## src/rtl/icache_pkg.sv

```systemverilog
// Shared types and address-field helpers for the direct-mapped instruction cache.
package icache_pkg;

  typedef enum logic {IDLE, REFILL} icache_state_t;

  localparam logic [31:0] NOP_INSTR = 32'h0000_0000;

  // Word offset within a line: pc[off_w+1:2].
  function automatic logic [31:0] get_off(input logic [31:0] pc, input int unsigned off_w);
    logic [31:0] mask;
    mask = (32'd1 << off_w) - 32'd1;
    return (pc >> 2) & mask;
  endfunction

  // Line index: pc[off_w+idx_w+1:off_w+2].
  function automatic logic [31:0] get_idx(input logic [31:0] pc, input int unsigned off_w,
                                          input int unsigned idx_w);
    logic [31:0] mask;
    mask = (32'd1 << idx_w) - 32'd1;
    return (pc >> (off_w + 2)) & mask;
  endfunction

  // Tag: everything above the index field.
  function automatic logic [31:0] get_tag(input logic [31:0] pc, input int unsigned off_w,
                                          input int unsigned idx_w);
    return pc >> (off_w + idx_w + 2);
  endfunction

endpackage

```

## src/rtl/icache_store.sv

```systemverilog
// Valid/tag/data arrays for the instruction cache: asynchronous read, one refill write port.
module icache_store
  import icache_pkg::*;
#(
  parameter int unsigned LINES = 16,
  parameter int unsigned WORDS = 4,
  parameter int unsigned IDX_W = $clog2(LINES),
  parameter int unsigned OFF_W = $clog2(WORDS),
  parameter int unsigned TAG_W = 32 - 2 - OFF_W - IDX_W
) (
  input  logic             clk,
  input  logic             reset,
  input  logic [IDX_W-1:0] rd_idx,
  input  logic [OFF_W-1:0] rd_off,
  output logic             rd_valid,
  output logic [TAG_W-1:0] rd_tag,
  output logic [31:0]      rd_data,
  input  logic             wr_en,
  input  logic [IDX_W-1:0] wr_idx,
  input  logic [OFF_W-1:0] wr_off,
  input  logic [31:0]      wr_data,
  input  logic             line_set,
  input  logic [TAG_W-1:0] line_tag,
  input  logic             flush
);

  logic [LINES-1:0] valid_q;
  logic [TAG_W-1:0] tag_q  [LINES];
  logic [31:0]      data_q [LINES*WORDS];

  assign rd_valid = valid_q[rd_idx];
  assign rd_tag   = tag_q[rd_idx];
  assign rd_data  = data_q[{rd_idx, rd_off}];

  // Flush wins over line_set so a pending invalidate also drops the line just filled.
  always_ff @(posedge clk) begin
    if (reset) begin
      valid_q <= '0;
    end else if (flush) begin
      valid_q <= '0;
    end else if (line_set) begin
      valid_q[wr_idx] <= 1'b1;
    end
  end

  always_ff @(posedge clk) begin
    if (line_set) begin
      tag_q[wr_idx] <= line_tag;
    end
    if (wr_en) begin
      data_q[{wr_idx, wr_off}] <= wr_data;
    end
  end

endmodule

```

## src/rtl/icache_dm.sv

```systemverilog
// Direct-mapped read-only instruction cache with a line-refill FSM toward word-wide memory.
module icache_dm
  import icache_pkg::*;
#(
  parameter int unsigned LINES = 16,
  parameter int unsigned WORDS = 4
) (
  input  logic        clk,
  input  logic        reset,
  input  logic [31:0] pc,
  output logic [31:0] instr,
  output logic        stall,
  input  logic        invalidate,
  output logic        mem_req,
  output logic [31:0] mem_addr,
  input  logic        mem_ack,
  input  logic [31:0] mem_rdata
);

  localparam int unsigned IDX_W = $clog2(LINES);
  localparam int unsigned OFF_W = $clog2(WORDS);
  localparam int unsigned TAG_W = 32 - 2 - OFF_W - IDX_W;

  localparam logic [OFF_W-1:0] LAST_WORD = OFF_W'(WORDS - 1);

  icache_state_t    state_q;
  logic [TAG_W-1:0] miss_tag_q;
  logic [IDX_W-1:0] miss_idx_q;
  logic [OFF_W-1:0] cnt_q;
  logic             inv_pend_q;

  logic [TAG_W-1:0] tag;
  logic [IDX_W-1:0] idx;
  logic [OFF_W-1:0] off;

  logic             rd_valid;
  logic [TAG_W-1:0] rd_tag;
  logic [31:0]      rd_data;

  logic hit;
  logic fill_ack;
  logic fill_last;
  logic flush;

  assign tag = TAG_W'(get_tag(pc, OFF_W, IDX_W));
  assign idx = IDX_W'(get_idx(pc, OFF_W, IDX_W));
  assign off = OFF_W'(get_off(pc, OFF_W));

  // Reset is folded in so the reset cycle itself never reports a hit or a request.
  assign hit       = !reset && (state_q == IDLE) && rd_valid && (rd_tag == tag);
  assign mem_req   = !reset && (state_q == REFILL);
  assign fill_ack  = mem_req && mem_ack;
  assign fill_last = fill_ack && (cnt_q == LAST_WORD);

  assign stall    = !hit;
  assign instr    = hit ? rd_data : NOP_INSTR;
  assign mem_addr = mem_req ? {miss_tag_q, miss_idx_q, cnt_q, 2'b00} : 32'h0;

  // Invalidate acts immediately in IDLE; during a refill it is deferred to the final word.
  assign flush = !reset && (((state_q == IDLE) && invalidate) ||
                            (fill_last && (inv_pend_q || invalidate)));

  icache_store #(
    .LINES(LINES),
    .WORDS(WORDS),
    .IDX_W(IDX_W),
    .OFF_W(OFF_W),
    .TAG_W(TAG_W)
  ) u_store (
    .clk      (clk),
    .reset    (reset),
    .rd_idx   (idx),
    .rd_off   (off),
    .rd_valid (rd_valid),
    .rd_tag   (rd_tag),
    .rd_data  (rd_data),
    .wr_en    (fill_ack),
    .wr_idx   (miss_idx_q),
    .wr_off   (cnt_q),
    .wr_data  (mem_rdata),
    .line_set (fill_last),
    .line_tag (miss_tag_q),
    .flush    (flush)
  );

  always_ff @(posedge clk) begin
    if (reset) begin
      state_q    <= IDLE;
      miss_tag_q <= '0;
      miss_idx_q <= '0;
      cnt_q      <= '0;
      inv_pend_q <= 1'b0;
    end else begin
      unique case (state_q)
        IDLE: begin
          inv_pend_q <= 1'b0;
          if (!hit) begin
            state_q    <= REFILL;
            miss_tag_q <= tag;
            miss_idx_q <= idx;
            cnt_q      <= '0;
          end
        end
        REFILL: begin
          if (invalidate) begin
            inv_pend_q <= 1'b1;
          end
          if (mem_ack) begin
            cnt_q <= cnt_q + OFF_W'(1);
            if (cnt_q == LAST_WORD) begin
              state_q    <= IDLE;
              inv_pend_q <= 1'b0;
            end
          end
        end
        default: state_q <= IDLE;
      endcase
    end
  end

endmodule

```

## config.mk

```make
export PLATFORM = sky130hd
export DESIGN_NAME = icache_dm
export DESIGN_NICKNAME = d
export VERILOG_FILES = /design/src/rtl/icache_pkg.sv /design/src/rtl/icache_store.sv /design/src/rtl/icache_dm.sv
export SDC_FILE = /design/constraint.sdc
export NUM_CORES = 2
export LEC_CHECK = 0
export ABC_AREA = 1
export BUFFER_PORTS_ARGS = -buffer_cell sky130_fd_sc_hd__buf_2
export CAP_MARGIN = 10
export CORE_MARGIN = 2
export CORE_UTILIZATION = 30
export CTS_BUF_LIST = sky130_fd_sc_hd__clkbuf_4 sky130_fd_sc_hd__clkbuf_8
export CTS_CLUSTER_SIZE = 10
export DETAILED_ROUTE_END_ITERATION = 16
export SLEW_MARGIN = 20
export SYNTH_ARGS = -nofsm -noshare
export SYNTH_HDL_FRONTEND = slang
export SYNTH_SLANG_ARGS = --single-unit
export TNS_END_PERCENT = 30
```

## constraint.sdc

```tcl
create_clock -name clk -period 3.7 [get_ports clk]
set_input_delay 0.185 -clock clk [delete_from_list [all_inputs] [get_ports clk]]
set_output_delay 0.185 -clock clk [all_outputs]
set_load 0.005 [all_outputs]
```

# Word level (Yosys, flattened, before mapping)
# Memory sizes are Yosys's and may differ from the RTL's.
# Index checks and enable logic that the tools add are counted.
[classes]
addsub = 1
magnitude_cmp = 3
eq_ne = 4
mux = 21
n_bitwise = 3
reduce_logical = 17
[op_table]
columns = ["op", "n"]
rows = [
  ["$mux 32", 2],
  ["$eq 24x24->1", 1],
  ["$or 16x16->16", 1],
  ["$mux 1", 12],
  ["$logic_and 1x1->1", 10],
  ["$lt 4x5->1 const B", 2],
  ["$bmux 1 s4", 1],
  ["$demux 1 s4", 1],
  ["$ge 4x1->1 const B", 1],
  ["$mux 2", 2],
  ["$ne 2x2->1 const B", 2],
  ["$pmux 1 s2", 2],
  ["$pmux 2 s2", 1],
  ["$reduce_and 2->1", 2],
  ["$add 2x1->2 const B", 1],
  ["$eq 2x2->1 const B", 1],
  ["$logic_not 1->1", 2],
  ["$logic_or 1x1->1", 2],
  ["$not 1->1", 2],
  ["$reduce_or 2->1", 1],
]
[word_totals]
regBits = 48
ram_bits = 2432
elab_cells = 57
memories = 2
[memory_table]
columns = ["name", "words", "width", "rd", "rd_clocked_by_memory_dff", "write_ports", "line_no", "source"]
rows = [
  ["u_store.data_q", 64, 32, 1, 0, 1, "icache_store.sv:29", "logic [31:0] data_q [LINES*WORDS];"],
  ["u_store.tag_q", 16, 24, 1, 0, 1, "icache_store.sv:28", "logic [TAG_W-1:0] tag_q [LINES];"],
]

# Logic depth before layout (Yosys ltp)
[logic_depth]
depth_word = 8
mapped_depth = 22

# Modules after synthesis
# From an unflattened synthesis, not the netlist that was laid out.
[unflattened]
hier_cells = 8242
hier_area_um2 = 100471.4
[modules_own_cells]
columns = ["module", "instances", "cells_per_inst", "area_each_um2", "seq_area_each_um2"]
rows = [
  ["icache_store", 1, 7862, 97612.4, 73350.3],
  ["icache_dm", 1, 380, 2859.0, 640.6],
]

# Worst setup path after synthesis
# No wires, ideal clock.
[synth_path]
path_type = "reg-to-reg"
start = "reg state_q"
end = "mem u_store.tag_q[8][0] in the netlist's numbering (enable)"
setup_ns = 0.438
arrival_time_ns = 2.699
slack_ns = 0.564
stages_incl_launch_ff = 7
n_path_buf = 0
period_less_slack_ns = 3.136
path_cell_list = "dfxtp_1 > inv_1 > nor2_1 > inv_1 > nor2_1 > clkinv_1 > nor3_1"
[synth_between]
elab_chain_cells = 5
[synth_lines]
columns = ["item", "line_no", "source"]
rows = [
  ["start, declared", "icache_dm.sv:26", "icache_state_t state_q;"],
  ["start signal, assigned", "icache_dm.sv:88", "state_q <= IDLE;"],
  ["start signal, assigned", "icache_dm.sv:98", "state_q <= REFILL;"],
  ["start signal, assigned", "icache_dm.sv:111", "state_q <= IDLE;"],
  ["$logic_and 1x1->1", "icache_dm.sv:51", "assign mem_req = !reset && (state_q == REFILL);"],
  ["named net mem_req", "icache_dm.sv:14", "output logic mem_req,"],
  ["$logic_and 1x1->1", "icache_dm.sv:52", "assign fill_ack = mem_req && mem_ack;"],
  ["$logic_and 1x1->1", "icache_dm.sv:53", "assign fill_last = fill_ack && (cnt_q == LAST_WORD);"],
  ["$mux 1", "icache_store.sv:47", "if (line_set) begin"],
  ["$mux 1 (implied by the code)", "icache_store.sv:48", "tag_q[wr_idx] <= line_tag;"],
  ["end, declared", "icache_store.sv:28", ""],
]
# The timed path passes the listed nets, and every way through them passes these cells.

# Worst setup path after layout
[layout_path]
start = "mem u_store.tag_q[8][17] in the netlist's numbering"
end = "out instr[7]"
[layout_between]
elab_chain_cells = 4
[layout_lines]
columns = ["item", "line_no", "source"]
rows = [
  ["$mem_v2 16x24", "-", ""],
  ["$eq 24x24->1", "icache_dm.sv:50", "assign hit = !reset && (state_q == IDLE) && rd_valid && (rd_tag == tag);"],
  ["$logic_and 1x1->1", "icache_dm.sv:50", ""],
  ["$mux 32", "icache_dm.sv:56", "assign instr = hit ? rd_data : NOP_INSTR;"],
  ["end, declared", "icache_dm.sv:11", "output logic [31:0] instr,"],
]
# Every way passes these cells.

==> metrics.md <==
| Metric | Value |
|---|---|
| Critical path class | `flop to output port` |
| CTS tree | `done` |
| Final slew viol count | `0` |
| Data required time of the critical path | `3.51 ns` |
| Rel. slew slack | `33.8%` |
| Power Dens Cells | `496 mW/mm²` |
| Number of remaining DRC errors | `0` |
| Core area | `0.328 mm²` |
| Final setup vio count | `0` |
| CP Capture Type | `output port` |
| Mapped Area | `0.0990 mm²` |
| Distinct cells, synth | `34` |
| Commonest non-fill, non-tap cell in the layout | `edfxtp_1` |
| Vias | `66900` |
| Row Count | `210` |
| Syn Inst Count | `7761` |
| Vert. Die Dim | `578 µm` |
| Root Driver | `clkbuf_8` |
| Largest net degree at the start of global routing | `142` |
| Startpoint Class | `flop` |
| Met2 wire len | `137 mm` |
| Area after DPL | `0.107 mm²` |
| Clock sink total | `2480` |
| Clock Latency Late Sink | `0.99 ns` |
| ANT nets after route | `0` |
| Hold Path Class | `input pin to flop` |
| Initial antenna violation count | `23` |
| Initial Util | `30.2%` |
| Most frequent cells in the layout | `edfxtp_1 (2432), nand2_1 (1507), nor2_1 (749)` |
| Max clock buf depth | `4` |
| Synth warn | `0` |
| Yosys reg bits | `2480` |
| Share of layout cells above drive strength 1 | `13.1%` |
| Sequential share of the synthesized area | `74.8%` |
| RSZ-0062 raised after global routing | `true` |
| Final hold slack | `0.118 ns` |
| Grt ovf | `0` |
| Vias in the first global route | `64100` |
| Number of buffers created by CTS | `383` |
| Total negative setup slack | `0 ns` |
| Htree depth | `5` |
| Global-route wire length before repair | `424 mm` |
| Post-route cell area | `0.115 mm²` |
| GP Congestion | `0.809` |
| Die X | `578 µm` |
| Number of DRC markers in iteration 0 | `8421` |
| Peak VDD IR | `0.343 mV` |
| Leak | `38.6 nW` |
| Slew @ Worst Pin | `0.991 ns` |
| Status | `finished clean` |
| Post-Route Skew | `0.137 ns` |
| Final Hold Viols | `0` |
| Met3 Routed Length | `28.3 mm` |
| Top layer in use | `met5` |
| Nets | `8153` |
| Vias per inst | `5.26` |
| I/O pin count | `134` |
| Die area | `0.335 mm²` |
| Post-Route WL | `296 mm` |
| Area Growth Syn to Fin | `16.5%` |
| Max Fclk | `0.278 GHz` |
| 1st-pass router iterations | `6` |
| Max Cap Viol | `0` |
| Clk pin slew, worst setup/hold paths | `0.07 ns` |
| Worst Path Arrival | `3.41 ns` |
| Routed len/inst | `23.3 µm` |
| Synthesized area per cell | `12.8 µm²` |
| Tcrit/Tclk final | `97.1%` |
| Hpwl dp | `154 mm` |
| IO buf count | `129` |
| Worst-path maximum fanout | `8` |
| Routed length on met1 | `121 mm` |
| Final min period | `3.59 ns` |
| GRT Util Overall | `16.9%` |
## stage by stage
stage                     util (%)  power, mW  instances  setup slack, ns
after CTS                     35.1       57.4      12700           0.0263
final                         35.2       57.2      12700            0.108
after floorplan                  -       33.7       7762            0.564
after global placement        32.6       35.5      11900            0.272
after detailed placement      32.6       35.6      11900            0.283
after global routing          35.2       59.0      12700           -0.102
## registers in the layout, indices dropped and copies added, names as in the netlist
| name | flops |
|---|---|
| u_store.data_q | 2048 |
| u_store.tag_q | 384 |
| miss_tag_q | 24 |
| u_store.valid_q | 16 |
| miss_idx_q | 4 |
| cnt_q | 2 |
| inv_pend_q | 1 |
| state_q | 1 |
## final cells by class
cell class,count,area [µm²]
Timing Repair Buffer,484,5070
Clock inverter,145,801
Tap cell,4346,5440
Antenna cell,5,12.5
Inverter,241,953
Clock buffer,518,6380
Multi-Input combinational cell,4494,22700
Sequential cell,2480,74000
Fill cell,31200,212000
## worst max-delay path, cell delays in order (launching register included)
cell       delay (ns)
edfxtp_1         0.35
or2_0            0.20
nand3_1          0.08
nand3_2          0.07
nand3_2          0.12
nand2_2          0.06
nand2_2          0.08
nand2_1          0.06
nor2_2           0.13
nand2_1          0.08
nor2_2           0.13
nand2_2          0.12
nor2_4           0.19
clkinv_8         0.16
clkbuf_16        0.29
nor2_4           0.10
buf_2            0.11
## kinds of logic (layout without fill, tap and decap cells)
family	count (synthesis)	after routing	share of synthesized area, %
adder cells (fa/ha/maj)	1	1	0.0126
AO/OA/AOI/OAI	1700	1700	10.9
flip-flops	2480	2480	74.8
other	1	7	0.00379
AND/OR/NAND/NOR	2791	2791	11.2
buffers and inverters	788	1388	3.21
## worst paths after layout
check	to	from	cells after the start	slack, ns
max reg2reg	miss_tag_q[0]	u_store.tag_q[6][13]	18	0.56
max	instr[7]	u_store.tag_q[8][17]	16	0.11
min reg2reg	u_store.valid_q[2]	u_store.valid_q[2]	2	0.47
min	u_store.data_q[30][6]	mem_rdata[6]	2	0.12
## power breakdown
part | total (mW) | switching, mW | internal (mW)
Clock | 22.0 | 10.5 | 11.5
Combinational | 3.90 | 2.80 | 1.11
Sequential | 31.3 | 0.206 | 31.1
## cell usage after synthesis (all sizes together)
cell	number	area, µm²
a211oi	4	30.0
a21oi	413	2070
a221o	45	450
a221oi	109	955
a31oi	7	43.8
a32o	85	851
buf	170	853
clkbuf	377	1420
clkinv	2	7.51
conb	1	3.75
dfxtp	48	961
edfxtp	2432	73000
ha	1	12.5
inv	239	897
nand2	1524	5730
nand3	370	1850
nand3b	13	97.6
nor2	845	3170
nor3	37	185
o211ai	89	668
o21ai	644	3220
o21bai	3	26.3
o221ai	190	1660
o22ai	84	526
o311ai	26	228
o32ai	1	8.76
or2	2	12.5
## routing by layer
| layer | global-route usage (%) | up-vias |
|---|---|---|
| li1 | - | 29200 |
| met3 | 3.23 | 574 |
| met5 | 0 | - |
| met4 | 5.47 | 14 |
| met1 | 22.9 | 33700 |
| met2 | 27.2 | 3384 |
## repair_timing
| item | CTS | global route |
|---|---|---|
| buffers inserted | 0 | 3 |
| gates resized for setup | 0 | 81 |
| endpoints found under the hold margin | 1680 | 0 |
| hold buffers | 94 | 0 |
| endpoints found under the setup margin | 0 | 33 |
(Power assumes the default switching activity.)
